### src/rtl/lsu_mem_stage_pkg.sv
// rtl/lsu_mem_stage_pkg.sv - shared LSU types, width codes and load extraction helper
package lsu_mem_stage_pkg;

  localparam logic [1:0] DATA_WIDTH_BYTE = 2'b00;
  localparam logic [1:0] DATA_WIDTH_HALF = 2'b01;
  localparam logic [1:0] DATA_WIDTH_WORD = 2'b10;

  typedef enum logic [1:0] {
    LSU_IDLE = 2'b00,
    LSU_REQ  = 2'b01,
    LSU_WAIT = 2'b10,
    LSU_DONE = 2'b11
  } lsu_state_t;

  // Width code 11 falls through to the word case.
  function automatic logic [31:0] load_extract(input logic [31:0] rdata,
                                               input logic [1:0]  offset,
                                               input logic [1:0]  width,
                                               input logic        sign_ext);
    logic [31:0] shifted;
    logic [31:0] result;
    shifted = rdata >> {offset, 3'b000};
    case (width)
      DATA_WIDTH_BYTE: result = {{24{sign_ext & shifted[7]}}, shifted[7:0]};
      DATA_WIDTH_HALF: result = {{16{sign_ext & shifted[15]}}, shifted[15:0]};
      default:         result = shifted;
    endcase
    return result;
  endfunction

endpackage

### src/rtl/lsu_mem_stage_align.sv
// rtl/lsu_mem_stage_align.sv - store data replication and byte-enable generation
module lsu_mem_stage_align
  import lsu_mem_stage_pkg::*;
(
  input  logic [31:0] store_data,
  input  logic [1:0]  width,
  input  logic [1:0]  addr_lo,
  output logic [31:0] wdata,
  output logic [3:0]  byte_en
);

  always_comb begin
    wdata   = store_data;
    byte_en = 4'b1111;
    case (width)
      DATA_WIDTH_BYTE: begin
        wdata   = {4{store_data[7:0]}};
        byte_en = 4'b0001 << addr_lo;
      end
      DATA_WIDTH_HALF: begin
        wdata   = {2{store_data[15:0]}};
        byte_en = 4'b0011 << addr_lo;
      end
      default: begin
        wdata   = store_data;
        byte_en = 4'b1111;
      end
    endcase
  end

endmodule

### src/rtl/lsu_mem_stage.sv
// rtl/lsu_mem_stage.sv - RV32E memory stage: single-outstanding data bus access and load formatting
module lsu_mem_stage
  import lsu_mem_stage_pkg::*;
(
  input  logic        clk,
  input  logic        rst,
  input  logic        invalid_MEM,
  input  logic        mem_access_MEM,
  input  logic        lsu_we_MEM,
  input  logic        lsu_sign_extend_MEM,
  input  logic [1:0]  data_width_MEM,
  input  logic [31:0] address_MEM,
  input  logic [31:0] store_data_MEM,
  output logic [31:0] load_data_MEM,
  output logic        stall_lsu,
  output logic        misaligned_MEM,
  output logic        lsu_done_MEM,
  output logic        dmem_req,
  output logic        dmem_we,
  output logic [31:0] dmem_addr,
  output logic [31:0] dmem_wdata,
  output logic [3:0]  dmem_byte_en,
  input  logic        dmem_gnt,
  input  logic        dmem_rvalid,
  input  logic [31:0] dmem_rdata
);

  lsu_state_t  state, state_next;
  logic [31:0] addr_q;
  logic [1:0]  width_q;
  logic        sext_q;
  logic        we_q;
  logic [31:0] wdata_q;
  logic [3:0]  be_q;
  logic [31:0] load_q;
  logic [31:0] fmt_wdata;
  logic [3:0]  fmt_be;
  logic        access_ok;
  logic        align_err;

  lsu_mem_stage_align u_align (
    .store_data (store_data_MEM),
    .width      (data_width_MEM),
    .addr_lo    (address_MEM[1:0]),
    .wdata      (fmt_wdata),
    .byte_en    (fmt_be)
  );

  always_comb begin
    case (data_width_MEM)
      DATA_WIDTH_BYTE: align_err = 1'b0;
      DATA_WIDTH_HALF: align_err = address_MEM[0];
      default:         align_err = |address_MEM[1:0];
    endcase
  end

  // Only a live memory instruction can raise a misalignment trap.
  assign misaligned_MEM = mem_access_MEM & ~invalid_MEM & align_err;
  assign access_ok      = mem_access_MEM & ~invalid_MEM & ~align_err;

  always_ff @(posedge clk or posedge rst) begin
    if (rst) begin
      state <= LSU_IDLE;
    end else begin
      state <= state_next;
    end
  end

  always_comb begin
    state_next = state;
    case (state)
      LSU_IDLE: if (access_ok) state_next = LSU_REQ;
      LSU_REQ:  if (dmem_gnt)  state_next = we_q ? LSU_DONE : LSU_WAIT;
      LSU_WAIT: if (dmem_rvalid) state_next = LSU_DONE;
      default:  state_next = LSU_IDLE;
    endcase
  end

  // Payload is captured once in IDLE so the bus sees it stable until grant.
  always_ff @(posedge clk or posedge rst) begin
    if (rst) begin
      addr_q  <= '0;
      width_q <= DATA_WIDTH_BYTE;
      sext_q  <= 1'b0;
      we_q    <= 1'b0;
      wdata_q <= '0;
      be_q    <= '0;
    end else if (state == LSU_IDLE && access_ok) begin
      addr_q  <= address_MEM;
      width_q <= data_width_MEM;
      sext_q  <= lsu_sign_extend_MEM;
      we_q    <= lsu_we_MEM;
      wdata_q <= fmt_wdata;
      be_q    <= fmt_be;
    end
  end

  always_ff @(posedge clk or posedge rst) begin
    if (rst) begin
      load_q <= '0;
    end else if (state == LSU_WAIT && dmem_rvalid) begin
      load_q <= load_extract(dmem_rdata, addr_q[1:0], width_q, sext_q);
    end
  end

  assign load_data_MEM = load_q;
  assign dmem_req      = (state == LSU_REQ);
  assign dmem_we       = dmem_req & we_q;
  assign dmem_addr     = {addr_q[31:2], 2'b00};
  assign dmem_wdata    = wdata_q;
  assign dmem_byte_en  = be_q;
  assign lsu_done_MEM  = (state == LSU_DONE);
  assign stall_lsu     = ((state == LSU_IDLE) & access_ok)
                       | (state == LSU_REQ) | (state == LSU_WAIT);

endmodule

### config.mk
export PLATFORM = sky130hd
export DESIGN_NAME = lsu_mem_stage
export DESIGN_NICKNAME = d
export VERILOG_FILES = /design/src/rtl/lsu_mem_stage_pkg.sv /design/src/rtl/lsu_mem_stage_align.sv /design/src/rtl/lsu_mem_stage.sv
export SDC_FILE = /design/constraint.sdc
export NUM_CORES = 1
export LEC_CHECK = 0
export BUFFER_PORTS_ARGS = -buffer_cell sky130_fd_sc_hd__buf_2
export CAP_MARGIN = 20
export CORE_ASPECT_RATIO = 0.5
export CORE_MARGIN = 3
export CORE_UTILIZATION = 40
export CTS_CLUSTER_SIZE = 30
export DETAILED_ROUTE_END_ITERATION = 10
export PLACE_DENSITY = 0.74
export RECOVER_POWER = 100
export SETUP_SLACK_MARGIN = 0.05
export SLEW_MARGIN = 20
export SYNTH_ARGS = -nofsm -noshare
export SYNTH_HDL_FRONTEND = slang
export SYNTH_SLANG_ARGS = --single-unit
### constraint.sdc
create_clock -name clk -period 3.4 [get_ports clk]
set_input_delay 0.51 -clock clk [delete_from_list [all_inputs] [get_ports clk]]
set_output_delay 0.51 -clock clk [all_outputs]
set_load 0.02 [all_outputs]
==> results.md, run 1 <==
* Period utilization at 0.773
* Final Hold Fails at 0
* Number of antenna violations at the first check in global routing at 0
* Grt total ovfl at 0
* Synth unique cells at 34
* Min-delay worst type: in2reg
* Leak Pwr at between 2 and 3 nW
* Setup TNS at 0 ns
* Sink Count at 106
* Reg-to-Reg Start: state[0]$_DFFE_PP0P_
* Port bufs at approximately 210
* HP Start: address_MEM[13]
* Largest net degree at the start of global routing at 64
* Largest area contributor in the netlist: dfrtp_1
* RSZ-0062 raised after global routing: false
* DP Area at about 6000 sq um
* Clock Skews at between 0.008 and 0.009 ns
* Synth Flop Type: dfrtp_1
* Seq/Total Area, Yosys at 0.515
* Asr flop ratio synth at 1.00
* Final Non-Filler Cells at 813
* Crit path max fanout at 13
* Post_cts resized at 0
* Pwr Total at about 6 mW
* Syn_area_per_cell at around 11 sq um
* Setup-failing EPs final at 0
* Clock tree buffer depth at 2
* Final HPWL DP at 9630 um
* CP endpoint kind: primary output
* Die span in y at roughly 86 um
* Failing checks: capacitance limit, slew limit
* Cts bufs inserted at 9
* Initial Util at 0.422
* Core area at 12200 sq um
* Final WS setup at 0.772 ns
* CP max stage cell: clkbuf_1
* Via count at 3971
* Rows at 28
* VDD IR-drop max at ~340 uV
* GRT Total Usage at 0.173
* Cell Area, Synth at 5150 sq um
* Syn. warnings at 0
* CTS tree: yes
* Post-layout min period at roughly 2.6 ns
* DRC Markers at 0
* EDFF count, synth at 0
* CTS Hold Bufs at 0
* Die ar. at 14400 sq um
* Post-synth top cells: dfrtp_1, mux2_2, nor2_1, mux2i_1, nand2_1
* Worst setup SP type: primary input
* Final instance area at 6280 sq um
* PD cells at around 960 nW/um^2
* Inst Count DP at approximately 800
* Status: complete, but fails checks
* Slew at the pin closest to its max-slew limit at ~2.1 ns
* GP Congestion at 0.824
* Post CTS Setup Buffer Count at 0
* Final hold slack at 0.396 ns
* Clock Latency Late Sink at between 0.3 and 0.4 ns
* Slew Limit Headroom at -0.420
* I/O pins at 211
* Drt total wl at 12800 um
* Synth-to-Final Area Change at 21.9%
* Flop2flop setup slack at approximately 0.85 ns
* Share of cells above drive strength 1 at 0.282
* Final ANT Viol Nets at 0
* Via/cell ratio at just under 5
* Yosys top cell area share at 0.515
* Achievable Freq at around 380 MHz
* Setup Slack @ Placement at 1.02 ns
* Global-route wire length before repair at a little over 20000 um
* WHS Path Cells at 2
* DR WL/cell at around 16 um
* Biggest cell delay along the critical path at about 0.60 ns
* Root buffer cell: clkbuf_16
* Required @ worst endpoint at 2.89 ns
* Post-layout nets at 753
* Critical Setup Path Class: in2out
* Count leader, synth: dfrtp_1
* Seq cells post-synth at ~110
* R2r endpoint: load_data_MEM[25]$_DFFE_PP0P_
* Vias in the first global route at 3987
* Top delay family on crit path: simple AND/OR/NAND/NOR gates
* Clk pin slew, worst setup/hold paths at ~0.070 ns
* Synth area leaders: dfrtp_1, mux2_2, mux2i_1, buf_4, nor2_1
* # H-tree levels at 3
* Syn Inst Count at 476
* Hold Path End: addr_q[13]$_DFFE_PP0P_
* CP Cell Sequence: clkbuf_1 -> nand2_1 -> nand4_1 -> nand2_1 -> clkbuf_1
* N_diodes at 0
* Final slew viol count at 55
* Worst path arrival time at about 2.1 ns
* First DRT Iteration DRCs at between 100 and 150
* R2r worst-path depth at 8
* CP bufs+invs at 2
* TritonRoute pass-1 iters at 4
* Max Cap Violations at 1
* Core Util, Final at 0.515
* Die Wd at 166 um
-- cells in the final DEF, fill, tap and decap left out, types with 2 or more instances in the layout --
| cell | count |
|---|---|
| a211oi_1 | 7 |
| a21oi_1 | 34 |
| a222oi_1 | 2 |
| buf_12 | 2 |
| buf_2 | 105 |
| buf_4 | 6 |
| clkbuf_1 | 104 |
| clkbuf_16 | 9 |
| clkinv_2 | 2 |
| conb_1 | 2 |
| dfrtp_1 | 106 |
| ha_1 | 4 |
| inv_1 | 5 |
| mux2_2 | 53 |
| mux2i_1 | 41 |
| nand2_1 | 39 |
| nor2_1 | 53 |
| nor2b_1 | 10 |
| o21ai_0 | 28 |
| o21ai_1 | 2 |
| o22a_1 | 8 |
| o2bb2ai_1 | 7 |
-- registers in the layout, summed over array words and instances, names as in the netlist --
register and count:
sext_q 1, dmem_wdata 32, load_data_MEM 32, we_q 1, width_q 2, dmem_byte_en 4
addr_q 32, state 2
-- cell type report --
cell class	instances	area, sq um
clock buffers	10	239
clock inverters	6	65.1
fillers	1206	5920
inverters	5	18.8
multi-input cells	304	2090
flip-flops and latches	106	2650
well taps	165	206
repair buffers	217	1000
-- kinds of logic (layout without fill, tap and decap cells) --
| group | Yosys count | in the layout | share of synthesized area |
|---|---|---|---|
| buf+inv | 67 | 238 | 0.0768 |
| simple gates | 113 | 113 | 0.0933 |
| fa+ha+maj | 4 | 4 | 0.00972 |
| flops | 106 | 106 | 0.515 |
| compound gates | 91 | 91 | 0.109 |
| mux | 94 | 94 | 0.196 |
| other cells | 1 | 2 | 0.000728 |
-- metal layers --
metal,track usage,wire [um],vias to the layer above
met5,0,0,-
met4,0.0479,209,0
met3,0.0419,670,16
met2,0.307,6510,108
met1,0.215,5440,1902
li1,-,-,1945
-- where the power goes --
part	total (mW)	switching, mW	internal (mW)
combinational	2.74	1.78	0.965
sequential	2.22	0.339	1.88
clock	1.06	0.468	0.593
-- worst reg2reg max path, stage by stage, from the launching register on --
cell and delay (ns):
dfrtp_1 0.41, inv_1 0.10, ha_1 0.26, and2_0 0.15, buf_4 0.34, a222oi_1 0.12
clkbuf_1 0.25, a21oi_1 0.63, a21oi_1 0.15
-- worst max-delay path by stage --
| stage | start | cells past startpoint | slack, ns | end |
|---|---|---|---|---|
| 4_1_cts | state[0]$_DFFE_PP0P_ | 5 | 0.92 | stall_lsu |
| 2_1_floorplan | rst | 1 | 0.10 | addr_q[0]$_DFFE_PP0P_ |
| 3_3_place_gp | data_width_MEM[0] | 5 | 1.07 | dmem_wdata[7]$_DFFE_PP0P_ |
| 6_report | data_width_MEM[0] | 5 | 0.77 | stall_lsu |
| 5_1_grt | data_width_MEM[0] | 5 | 0.57 | stall_lsu |
| 3_5_place_dp | data_width_MEM[0] | 5 | 1.02 | addr_q[2]$_DFFE_PP0P_ |
(Power assumes the default switching activity.)
==> inputs of run 2 (changes only) <==
- clock period: 3.4 -> 2.2 ns (I/O delays scaled with it)
==> run 2 against run 1 <==
Compared with the run above:
- the run now ends clean
- flip-flop and latch count unchanged
- non-clock buffer count grew 7
- clock-buffer cell count up 1
- register-to-register slack lost 0.65 ns
- first-iteration DRC count up 23%
- utilization is 0.43 points higher
- critical endpoint is now load_data_MEM[2]$_DFFE_PP0P_
- largest cell class unchanged
- largest power group unchanged
==> results.md, run 2 (same netlist as run 1, synthesis figures left out) <==
* Status: finished clean (was complete, but fails checks)
* DRC Markers at 0 (unchanged)
* Cts bufs inserted at 9 (unchanged)
* Die span in y at 86.2 um (unchanged)
* Leak Pwr at 2.95 nW (was 2.94 nW)
* Post_cts resized at 0 (unchanged)
* Setup TNS at 0 ns (unchanged)
* Clock tree buffer depth at 2 (unchanged)
* Crit path max fanout at 32 (was 13)
* Root buffer cell: clkbuf_16 (unchanged)
* # H-tree levels at 3 (unchanged)
* Die Wd at 166 um (unchanged)
* DP Area at 6150 sq um (was 6120 sq um)
* Achievable Freq at 500 MHz
* Largest net degree at the start of global routing at 107 (was 64)
* Slew Limit Headroom at 0.0415 (was -0.420)
* Number of antenna violations at the first check in global routing at 0 (unchanged)
* DR WL/cell at 16.0 um (was 15.8 um)
* Most frequent cells in the layout: clkbuf_1, dfrtp_1, buf_2, nor2_1, mux2_2 (was dfrtp_1, buf_2, clkbuf_1, nor2_1, mux2_2)
* Min-delay worst type: in2reg (unchanged)
* Synth-to-Final Area Change at 22.9% (was 21.9%)
* Final instance area at 6330 sq um (was 6280 sq um)
* Clk pin slew, worst setup/hold paths at 0.07 ns (about the same)
* Grt total ovfl at 0 (unchanged)
* Share of cells above drive strength 1 at 0.289 (was 0.282)
* Port bufs at 208 (unchanged)
* Critical Setup Path Class: reg2reg (was in2out)
* Rows at 28 (unchanged)
* RSZ-0062 raised after global routing: false (unchanged)
* Core area at 12200 sq um (unchanged)
* I/O pins at 211 (unchanged)
* Via/cell ratio at 4.95 (was 4.88)
* Max Cap Violations at 0 (was 1)
* N_diodes at 0 (unchanged)
* Commonest non-fill, non-tap cell in the layout: clkbuf_1 (was dfrtp_1)
* CTS tree: yes (unchanged)
* Final slew viol count at 0 (was 55)
* Die ar. at 14400 sq um (unchanged)
* Setup-failing EPs final at 0 (unchanged)
* GRT Total Usage at 0.182 (was 0.173)
* Global-route wire length before repair at 20900 um (was 20200 um)
* Post-layout min period at approximately 2.0 ns
* Worst setup SP type: flip-flop (was primary input)
* Core Util, Final at 0.519 (was 0.515)
* Post-layout nets at 760 (was 753)
* Required @ worst endpoint at 2.43 ns (was 2.89 ns)
* Drt total wl at 13100 um (was 12800 um)
* Clock Skews at 0.00699 ns (was 0.00888 ns)
* Clock Latency Late Sink at 0.34 ns (about the same)
* Via count at 4060 (was 3971)
* CP endpoint kind: flip-flop (was primary output)
* Slew at the pin closest to its max-slew limit at 1.44 ns (was 2.13 ns)
* PD cells at 1480 nW/um^2 (was 960 nW/um^2)
* First DRT Iteration DRCs at 179 (was 145)
* GP Congestion at 0.860 (was 0.824)
* Worst path arrival time at 2.23 ns (was 2.12 ns)
* Final ANT Viol Nets at 0 (unchanged)
* VDD IR-drop max at 562 uV (was 336 uV)
* Sink Count at 106 (unchanged)
* Final HPWL DP at 9730 um (was 9630 um)
* Period utilization at 0.910
* Vias in the first global route at 4155 (was 3987)
* Initial Util at 0.422 (unchanged)
* TritonRoute pass-1 iters at 4 (unchanged)
* Final Hold Fails at 0 (unchanged)
[run 2: cell types whose count changed in the layout (fill, tap and decap cells not counted), moves of 2 or more]
cell | before | now
clkbuf_1 | 104 | 107
clkbuf_2 | 0 | 3
clkinv_2 | 2 | 0
clkinvlp_4 | 1 | 3
[run 2: report_power, final]
part	switching (mW)	total (mW)	internal, mW
Sequential	0.591	3.50	2.91
Clock	0.720	1.61	0.892
Combinational	2.73	4.26	1.52
Total	4.05	9.37	5.33
[run 2: final cells by class]
type	instances	area (sq um)
Multi-Input combinational cell	304	2100
Timing Repair Buffer	224	1050
Inverter	5	22.5
Sequential cell	106	2650
Clock inverter	5	62.6
Tap cell	165	206
Clock buffer	11	233
Fill cell	1199	5860
[run 2: repair_timing]
action                                  4_1_cts  5_1_grt
hold buffers                                  0        0
buffers inserted                              0        3
endpoints found under the setup margin        0        1
[run 2: worst max-delay path: stages (launching register included)]
cell     delay, ns
dfrtp_1       0.41
inv_1         0.09
ha_1          0.25
and2_0        0.18
buf_2         0.53
mux2_2        0.41
[run 2: path summary, 6_finish.rpt]
kind | startpoint | end | slack, ns | cells past startpoint
hold reg to reg | dmem_byte_en[1]$_DFFE_PP0P_ | dmem_byte_en[1]$_DFFE_PP0P_ | 0.48 | 2
setup reg to reg | state[0]$_DFFE_PP0P_ | load_data_MEM[2]$_DFFE_PP0P_ | 0.20 | 5
hold / removal | address_MEM[3] | addr_q[3]$_DFFE_PP0P_ | 0.21 | 2
min in group asynchronous | rst | load_data_MEM[2]$_DFFE_PP0P_ | 0.51 | 3
setup / recovery | state[0]$_DFFE_PP0P_ | load_data_MEM[2]$_DFFE_PP0P_ | 0.20 | 5
max in group asynchronous | rst | we_q$_DFFE_PP0P_ | 0.80 | 3
[run 2: metrics by stage]
| stage | setup slack, ns | hold slack [ns] | instances | total power, mW |
|---|---|---|---|---|
| 3_3_place_gp | 0.415 | 0.460 | 800 | 7.91 |
| 6_report | 0.198 | 0.211 | 820 | 9.37 |
| 2_1_floorplan | 0.471 | 0.464 | 477 | 6.85 |
| 4_1_cts | 0.116 | 0.163 | 816 | 9.72 |
| 5_1_grt | 0.0442 | 0.196 | 820 | 10.0 |
| 3_5_place_dp | 0.355 | 0.469 | 800 | 8.07 |
[run 2: per-layer routing]
layer / GRT usage / vias up / part of all wire
li1: - / 1961 / -
met1: 0.222 / 1963 / 0.42
met2: 0.317 / 113 / 0.50
met3: 0.0538 / 23 / 0.053
met4: 0.0554 / 0 / 0.021
met5: 0 / - / 0
==> inputs of run 3 (changes only) <==
- BUFFER_PORTS_ARGS: -buffer_cell sky130_fd_sc_hd__buf_2 -> -buffer_cell sky130_fd_sc_hd__clkbuf_2
- CORE_UTILIZATION: 40 -> 44
- PLACE_DENSITY: 0.74 -> 0.8
==> run 3 against run 2 <==
Compared with the run above:
- via count is 0.47% higher
- sequential power shrank 1%
- worst setup slack lost 0.14 ns
- first-iteration DRC count up 19%
- fmax decreased by 6.4%
- global-route usage increased by 0.95 points
- register-to-register slack improved by 0.08 ns
- routed wire length shrank 0.25%
- largest power group unchanged
==> results.md, run 3 (same netlist as run 1, synthesis figures left out) <==
* Status: finished clean (unchanged)
* First DRT Iteration DRCs at 213 (was 179)
* Via count at 4079 (was 4060)
* Clock Skews at 0.00873 ns (was 0.00699 ns)
* CTS Hold Bufs at 0 (unchanged)
* # fillers at 1068 (was 1199)
* Achievable Freq at 468 MHz (was 500 MHz)
* Slew Limit Headroom at 0.0397 (was 0.0415)
* Vias in the first global route at 4045 (was 4155)
* Core area at 11200 sq um (was 12200 sq um)
* Met3 usage at 0.0538 (about the same)
* Clock Latency Late Sink at 0.34 ns (about the same)
* Met2 usage at 0.341 (was 0.317)
* Share of cells above drive strength 1 at 0.301 (was 0.289)
* Drt total wl at 13100 um (about the same)
* Commonest non-fill, non-tap cell in the layout: clkbuf_2 (was clkbuf_1)
* Via/cell ratio at 5.00 (was 4.95)
* Most frequent cells in the layout: clkbuf_2, dfrtp_1, clkbuf_1, nor2_1, mux2_2 (was clkbuf_1, dfrtp_1, buf_2, nor2_1, mux2_2)
* Number of antenna violations at the first check in global routing at 0 (unchanged)
* Worst setup SP type: flip-flop (unchanged)
* Port bufs at 208 (unchanged)
* Die ar. at 13100 sq um (was 14400 sq um)
* Synth-to-Final Area Change at 24.9% (was 22.9%)
* Crit path max fanout at 5 (was 32)
* Min-delay worst type: in2reg (unchanged)
* Grt total ovfl at 0 (unchanged)
* Cts bufs inserted at 9 (unchanged)
* Final Hold Fails at 0 (unchanged)
* Post-layout min period at 2.14 ns (was 2.00 ns)
* CP endpoint kind: primary output (was flip-flop)
* Clock tree buffer depth at 2 (unchanged)
* Die span in y at 82.5 um (was 86.2 um)
* Largest net degree at the start of global routing at 107 (unchanged)
* GP Congestion at 0.815 (was 0.860)
* Inst Count DP at 793 (was 800)
* Required @ worst endpoint at 1.87 ns (was 2.43 ns)
* Met1 usage at 0.237 (was 0.222)
* DP Area at 6150 sq um (about the same)
* Final ANT Viol Nets at 0 (unchanged)
* I/O pins at 211 (unchanged)
* DRC Markers at 0 (unchanged)
* Leak Pwr at 3.05 nW (was 2.95 nW)
* Final HPWL DP at 9460 um (was 9730 um)
* Max Cap Violations at 0 (unchanged)
* Final slew viol count at 0 (unchanged)
* Final instance area at 6430 sq um (was 6330 sq um)
* # H-tree levels at 3 (unchanged)
* Initial Util at 0.459 (was 0.422)
* Slew at the pin closest to its max-slew limit at 1.44 ns (about the same)
* Post-layout nets at 763 (was 760)
* Sink Count at 106 (unchanged)
* GRT Total Usage at 0.191 (was 0.182)
* Root buffer cell: clkbuf_16 (unchanged)
* TritonRoute pass-1 iters at 5 (was 4)
* Global-route wire length before repair at 20100 um (was 20900 um)
* Final Non-Filler Cells at 816 (was 820)
* Worst path arrival time at 1.81 ns (was 2.23 ns)
* VDD IR-drop max at 638 uV (was 562 uV)
* N_diodes at 0 (unchanged)
* Die Wd at 159 um (was 166 um)
* Core Util, Final at 0.574 (was 0.519)
* Critical Setup Path Class: reg2out (was reg2reg)
* DR WL/cell at 16.0 um (about the same)
* Busiest grt layer: met2 (unchanged)
* Rows at 27 (was 28)
* CTS tree: yes (unchanged)
* Setup-failing EPs final at 0 (unchanged)
* PD cells at 1490 nW/um^2 (was 1480 nW/um^2)
* Period utilization at 0.972 (was 0.910)
* Clk pin slew, worst setup/hold paths at 0.07 ns (about the same)
-- run 3: path summary, 6_finish.rpt --
| kind | startpoint | end | slack, ns | depth (start not counted) |
|---|---|---|---|---|
| setup / recovery | state[0]$_DFFE_PP0P_ | stall_lsu | 0.06 | 6 |
| hold / removal | lsu_sign_extend_MEM | sext_q$_DFFE_PP0P_ | 0.22 | 2 |
| setup reg to reg | state[0]$_DFFE_PP0P_ | load_data_MEM[22]$_DFFE_PP0P_ | 0.28 | 7 |
| hold reg to reg | dmem_wdata[9]$_DFFE_PP0P_ | dmem_wdata[9]$_DFFE_PP0P_ | 0.48 | 2 |
| max in group asynchronous | rst | addr_q[3]$_DFFE_PP0P_ | 0.79 | 3 |
| min in group asynchronous | rst | load_data_MEM[12]$_DFFE_PP0P_ | 0.51 | 3 |
-- run 3: layer usage --
| metal | vias to the layer above | routed length [um] |
|---|---|---|
| met2 | 99 | 6700 |
| met4 | 0 | 127 |
| li1 | 1961 | - |
| met1 | 2007 | 5660 |
| met5 | - | 0 |
| met3 | 12 | 597 |
-- run 3: repair_timing --
action,4_1_cts,5_1_grt
setup buffers,0,6
setup endpoints to repair,0,1
endpoints found under the hold margin,0,0
resized for setup,0,1
-- run 3: power by group --
part	internal, mW	leakage [nW]	switching (mW)
clock network	1.06	0.156	0.675
registers	2.91	1.29	0.548
logic	1.61	1.60	2.81
total	5.58	3.05	4.03
-- run 3: area by class of cell --
| cell class | instances | area, sq um | share of cell area |
|---|---|---|---|
| clock inverter | 2 | 60.1 | 0.00934 |
| timing repair buffer | 227 | 1130 | 0.176 |
| multi-input combinational | 304 | 2110 | 0.328 |
| tap | 159 | 199 | 0.0309 |
| clock buffer | 13 | 260 | 0.0405 |
| sequential | 106 | 2650 | 0.412 |
| inverter | 5 | 22.5 | 0.00350 |
-- run 3: metrics by stage --
step / worst slack, ns / total power [mW] / hold WS (ns) / setup TNS [ns]
floorplan: 0.471 / 6.85 / 0.464 / 0
global placement: 0.428 / 7.94 / 0.462 / 0
detailed placement: 0.317 / 8.10 / 0.471 / 0
CTS: 0.0863 / 9.86 / 0.163 / 0
global route: -0.0412 / 10.3 / 0.210 / -0.0412
finish: 0.0619 / 9.61 / 0.219 / 0
-- run 3: worst max-delay path, cell delays in order, from the launching register on --
cell and delay, ns:
dfrtp_1 0.41, inv_1 0.10, ha_2 0.20, nand4_1 0.29, buf_12 0.25, nand2_1 0.05, clkbuf_2 0.16
